### src/rtl/ex_wb_writeback.sv
// ex_wb_writeback: EX/WB pipeline register, 8x8 register file writeback and retire counter
// Optional same-cycle read bypass of the committing result under WB_WRITETHROUGH_EN.
module ex_wb_writeback #(
  parameter int DATA_W     = 8,
  parameter int REG_ADDR_W = 3,
  parameter int RETIRE_W   = 16
) (
  input  logic                  clk,
  input  logic                  rst_n,
  input  logic                  stall_i,
  input  logic                  flush_i,
  input  logic                  ex_valid,
  input  logic [REG_ADDR_W-1:0] ex_rd,
  input  logic                  ex_regwrite,
  input  logic [DATA_W-1:0]     ex_result,
  output logic [REG_ADDR_W-1:0] rd_ex_wb,
  output logic                  regwrite_ex_wb,
  output logic [DATA_W-1:0]     result_ex_wb,
  output logic                  valid_ex_wb,
  input  logic [REG_ADDR_W-1:0] rs1_addr,
  input  logic [REG_ADDR_W-1:0] rs2_addr,
  output logic [DATA_W-1:0]     rs1_data,
  output logic [DATA_W-1:0]     rs2_data,
  output logic [RETIRE_W-1:0]   retire_count
);
  localparam int NUM_REGS = 2 ** REG_ADDR_W;
  logic [DATA_W-1:0] rf [NUM_REGS];
  logic commit;
  logic wr_en;
  // flush only replaces the incoming instruction; the one already in WB still retires
  assign commit = valid_ex_wb & ~stall_i;
  assign wr_en  = commit & regwrite_ex_wb;
  always_ff @(posedge clk or negedge rst_n) begin
    if (!rst_n) begin
      valid_ex_wb    <= 1'b0;
      regwrite_ex_wb <= 1'b0;
      rd_ex_wb       <= '0;
      result_ex_wb   <= '0;
    end else if (flush_i) begin
      valid_ex_wb    <= 1'b0;
      regwrite_ex_wb <= 1'b0;
      rd_ex_wb       <= '0;
      result_ex_wb   <= '0;
    end else if (!stall_i) begin
      valid_ex_wb    <= ex_valid;
      regwrite_ex_wb <= ex_valid & ex_regwrite;
      rd_ex_wb       <= ex_rd;
      result_ex_wb   <= ex_result;
    end
  end
  always_ff @(posedge clk or negedge rst_n) begin
    if (!rst_n) begin
      for (int i = 0; i < NUM_REGS; i++) rf[i] <= '0;
    end else if (wr_en) begin
      rf[rd_ex_wb] <= result_ex_wb;
    end
  end
  always_ff @(posedge clk or negedge rst_n) begin
    if (!rst_n) retire_count <= '0;
    else if (commit) retire_count <= retire_count + 1'b1;
  end
`ifdef WB_WRITETHROUGH_EN
  assign rs1_data = (wr_en && rs1_addr == rd_ex_wb) ? result_ex_wb : rf[rs1_addr];
  assign rs2_data = (wr_en && rs2_addr == rd_ex_wb) ? result_ex_wb : rf[rs2_addr];
`else
  assign rs1_data = rf[rs1_addr];
  assign rs2_data = rf[rs2_addr];
`endif
endmodule

### config.mk
export PLATFORM = sky130hd
export DESIGN_NAME = ex_wb_writeback
export DESIGN_NICKNAME = d
export VERILOG_FILES = /design/src/rtl/ex_wb_writeback.sv
export SDC_FILE = /design/constraint.sdc
export NUM_CORES = 1
export LEC_CHECK = 0
export CAP_MARGIN = 10
export CORE_MARGIN = 4
export CORE_UTILIZATION = 49
export DETAILED_ROUTE_END_ITERATION = 7
export PLACE_DENSITY = 0.75
export SYNTH_ARGS = -nofsm -noshare
export SYNTH_HDL_FRONTEND = slang
export SYNTH_SLANG_ARGS = --single-unit
### constraint.sdc
create_clock -name clk -period 1.8 [get_ports clk]
set_input_delay 0.27 -clock clk [delete_from_list [all_inputs] [get_ports clk]]
set_output_delay 0.27 -clock clk [all_outputs]
set_load 0.02 [all_outputs]
# [After elaboration in Yosys (flattened, before gate mapping)]
# Index checks and enable logic that the tools add are counted.
# W data, S select, Z words.
[totals] reg_bits=93 out_inout_bits=45 wordCells=44 input_bits=23
[op_classes] bitwise=7 n_reduce_logical=1 n_eq_ne=1 n_mux=17 magnitude_cmp=4 add_sub_neg=1
[op_table] operator="$bwmux W64" count=1
[op_table] operator="$mux W8" count=7
[op_table] operator="$bmux W8 S3" count=2
[op_table] operator="$demux W8 S3" count=1
[op_table] operator="$add A16 B1 Y16 const B" count=1
[op_table] operator="$ge A4 B4 Y1 const B" count=3
[op_table] operator="$not A3 Y4" count=3
[op_table] operator="$mux W3" count=2
[op_table] operator="$lt A4 B1 Y1 const B" count=1
[op_table] operator="$mux W1" count=4
[op_table] operator="$and A1 B1 Y1" count=3
[op_table] operator="$ne A2 B1 Y1 const B" count=1
[op_table] operator="$logic_and A1 B1 Y1" count=1
[op_table] operator="$not A1 Y1" count=1

# [Longest topological paths before layout]
[logic_depth] ltp_word=6 depth_mapped=6 mapped_depth_nobuf=4

# [Least setup slack after synthesis]
# OpenSTA, ideal clock, no wires.
[synth_timing] path_kind="input to output" from="in rs1_addr[0]" to="out rs1_data[0]" cell_stages=4 arrival_ns=1.635 path_buffers=2 t_required_ns=1.530 path_slack_ns=-0.105 cell_sequence="buf_2 -> buf_2 -> mux4_2 -> mux2_2"
[synth_via] elab_chain_len=4
[synth_lines] item="from (decl)" line_no="20" source="input logic [REG_ADDR_W-1:0] rs1_addr,"
[synth_lines] item="$not A3 Y4 (not written as such)" line_no="66" source="assign rs1_data = rf[rs1_addr];"
[synth_lines] item="$bmux W8 S3" line_no="66"
[synth_lines] item="$mux W8 (not written as such) (2 in series)" line_no="66"
[synth_lines] item="to (decl)" line_no="22" source="output logic [DATA_W-1:0] rs1_data,"
# Every way passes these cells. The select of a mux whose other input is x is not followed.

# [Final worst setup path]
[layout_timing] from="reg rf[34] in the netlist's numbering" to="out rs2_data[2]"
[layout_via] elab_chain_len=3
[layout_lines] item="from (decl)" line_no="27" source="logic [DATA_W-1:0] rf [NUM_REGS];"
[layout_lines] item="from (signal, indexed assignment)" line_no="55" source="rf[rd_ex_wb] <= result_ex_wb;"
[layout_lines] item="$bmux W8 S3" line_no="67" source="assign rs2_data = rf[rs2_addr];"
[layout_lines] item="$mux W8 (not written as such) (2 in series)" line_no="67"
[layout_lines] item="to (decl)" line_no="23" source="output logic [DATA_W-1:0] rs2_data,"
# Every way passes these cells. The select of a mux whose other input is x is not followed.

==> impl_metrics.tcl <==
set metrics [dict create \
    pwr-share-seq_pct 49.3 \
    ctsHtreeMaxLevel 3 \
    yosysTopAreaCell "dfrtp_1" \
    setup_ws_ns -0.142 \
    synth_nets 334 \
    num_antenna_cells 0 \
    critical_path_required_ns 1.53 \
    rsz0062_at_grt "yes" \
    synth_top_cell_area_share_pct 50.0 \
    postSynthRegisterBits 93 \
    max-vdd-ir-drop_v 0.000466 \
    ys_warn_count 0 \
    yosysMostFrequentCell "dfrtp_1" \
    finalCritPeriodShare_pct 108 \
    ys.flop_type "dfrtp_1" \
    die_area_mm2 0.0111 \
    drt_wl_total_um 11400 \
    hold_slack_ns 0.477 \
    core_mm2 0.00924 \
    seqCellArea_mm2 0.00233 \
    gp_congestion 0.779 \
    die_h_um 105 \
    violations "negative setup slack" \
    start_kind "register" \
    wl_per_cell_um 20.9 \
    cts_buffers 9 \
    synth_edf_count 0 \
    num_rows 35 \
    fill_cells 638 \
    drive_above_1_share_pct 47.4 \
    clock_path_buffers 2 \
    switching_share_pct 25.0 \
    drv_slew 0 \
    drc 0 \
    netlist_instances 310 \
    setup_viol 16 \
    max_cap_violations 0 \
    cp_num_buf_inv 1 \
    synth_area_leaders "dfrtp_1 50%, mux2_2 19%, mux4_2 15%, mux2i_1 2.4%, xnor2_1 2.1%" \
    clkPwrFrac_pct 37.1 \
    cp_cell_sequence "mux4_2 > mux2_4 > buf_6" \
    clk_pin_slew_ns 0.10 \
    status "complete, but fails checks" \
    drt_iter0_markers 133 \
    clockRootBuffer "clkbuf_8" \
    critical_path_arrival_ns 1.67 \
    leakage_uw 0.00294 \
    critPathTopFamily "multiplexers" \
    grt_overflow 0 \
    port_buffers 67 \
    cts_tree "done" \
    avgSynthCellArea_um2 15.0 \
    setup_tns_ns -1.89 \
    ioPinCount 68 \
    relSlewSlack_pct 67.3 \
    grt_pass1_vias 3391 \
    syn_area_mm2 0.00465 \
    dp_hpwl_um 7420 \
    worst_pin_slew_ns 0.491 \
    first_pass_iters 4 \
    critPathMaxFanout 3 \
    hp-class "in -> async" \
    critical_path_class "reg -> out" \
    die_w_um 105 \
    syn_to_final_growth_pct 34.8 \
    synth_seq_area_share_pct 50.0 \
    dpl_cell_area_mm2 0.00575 \
    period_minus_slack_ns 1.94 \
    grt_pass1_wl_um 18700 \
    powerDensity_mw_per_mm2 733 \
    crit_path_end_kind "output pin" \
    multi_input_area_mm2 0.00228 \
    fmax_ghz 0.515 \
    reg2reg_depth 5 \
    intPower_uw 3450 \
    p_sw_uw 1150 \
    ant_nets 0 \
    cp_num_cells 3 \
    antenna_found_initial 0 \
    start_util_pct 50.3 \
    clock-sinks 93 \
    grt_max_degree 94 \
    slowest_stage "mux4_2" \
    comb_power_share_pct 13.7 \
    via_per_inst 5.72 \
    track_usage_pct 21.8 \
    ys_types 33 \
    worstSkewPairLatency_ns 0.36 \
    design_area_mm2 0.00627 \
    postLayoutCoreUtil_pct 67.9 \
    dr_total_vias 3117 \
    final_hold_viol_count 0 \
    crit_path_max_incr_delay_ns 0.47 \
    async_flop_share_pct 100 \
    synthTopCellsByCount "93 x dfrtp_1, 80 x mux2_2, 32 x mux4_2" \
    finClkSkew_ns 0.0140 \
    finalNetCount 436 \
]
## worst min-delay path, stage by stage
cell and delay, ns:
dlygate4sd3_1 0.53, buf_4 0.11, buf_12 0.37
## path summary, 6_finish.rpt
check                                  from  slack [ns]               end
min in group clk           retire_count[15]        0.51  retire_count[15]
setup reg to reg                valid_ex_wb        0.18  retire_count[14]
hold / removal                        rst_n        0.48   retire_count[3]
setup / recovery                     rf[34]       -0.14       rs2_data[2]
hold reg to reg            retire_count[15]        0.51  retire_count[15]
max in group asynchronous             rst_n        0.90   result_ex_wb[3]
## cell families (layout without fill, tap and decap cells)
| kind of cell | after synthesis | count (layout) | share of synthesized area (%) |
|---|---|---|---|
| multiplexers | 123 | 123 | 37.2 |
| flip-flops | 93 | 93 | 50.0 |
| AND/OR/NAND/NOR | 57 | 57 | 7.29 |
| buffers and inverters | 19 | 125 | 2.10 |
| XOR/XNOR | 15 | 15 | 2.82 |
| AO/OA/AOI/OAI | 2 | 2 | 0.269 |
| adder cells (fa/ha/maj) | 1 | 1 | 0.269 |
## cells in the final DEF, fill, tap and decap left out, types with 2 or more instances in the layout
| master | Yosys | final |
|---|---|---|
| and3_1 | 2 | 2 |
| and4_1 | 2 | 2 |
| buf_12 | 0 | 12 |
| buf_16 | 0 | 2 |
| buf_4 | 1 | 25 |
| buf_6 | 2 | 16 |
| bufbuf_16 | 0 | 2 |
| bufinv_16 | 0 | 3 |
| clkbuf_8 | 0 | 10 |
| clkdlybuf4s15_2 | 0 | 2 |
| clkdlybuf4s50_1 | 0 | 42 |
| dfrtp_1 | 93 | 90 |
| dfrtp_2 | 0 | 3 |
| dlygate4sd2_1 | 0 | 4 |
| dlymetal6s2s_1 | 0 | 2 |
| inv_1 | 2 | 2 |
| mux2_2 | 80 | 65 |
| mux2_4 | 0 | 15 |
| mux2i_1 | 11 | 11 |
| mux4_2 | 32 | 32 |
| nand2_1 | 10 | 10 |
| nand3_1 | 7 | 7 |
| nand4_1 | 3 | 3 |
| nor2_1 | 16 | 16 |
| nor2_2 | 2 | 2 |
| nor2b_1 | 2 | 2 |
| nor3_1 | 3 | 3 |
| nor3_4 | 3 | 3 |
| xnor2_1 | 11 | 11 |
| xor2_1 | 4 | 4 |
## metrics by stage
stage	setup slack, ns	instances	total power (uW)
after floorplan	0.00478	310	2570
after global placement	-0.794	517	2880
after detailed placement	-0.815	517	2890
after CTS	-0.151	541	4620
after global routing	-0.187	545	4770
final	-0.142	545	4590
## cell type report
cell class,instances,share of cell area [%]
clock inverters,5,1.72
repair buffers,108,19.8
clock buffers,10,2.20
flip-flops and latches,93,37.2
multi-input cells,198,36.4
well taps,129,2.57
inverters,2,0.120
## layer usage
layer,vias to the layer above,part of all wire [%],routed length [um],global-route usage [%]
li1,1361,-,-,-
met1,1625,44,4990,30.8
met2,114,49,5600,35.5
met3,17,5.7,651,3.67
met4,0,1.4,165,5.34
met5,-,0,0,0
## flip-flops by register name, summed over array words and instances (netlist names)
signal,count
result_ex_wb,8
valid_ex_wb,1
rf,64
regwrite_ex_wb,1
retire_count,16
rd_ex_wb,3
## repair_timing
action                                  CTS  global route
setup buffers                             4             4
hold endpoints to repair                 93             0
endpoints found under the setup margin   20            18
resized for setup                       125             3
cloned                                    4             0
hold buffers                              1             0
## power by group through the flow
stage	Clock (uW)	Sequential [uW]	Combinational, uW
final	1700	2260	627
after global routing	1810	2280	671
after CTS	1720	2260	637
after detailed placement	0	2300	591
after global placement	0	2300	580
after floorplan	0	2350	217
Note: power is estimated with default switching activity, not from simulation.
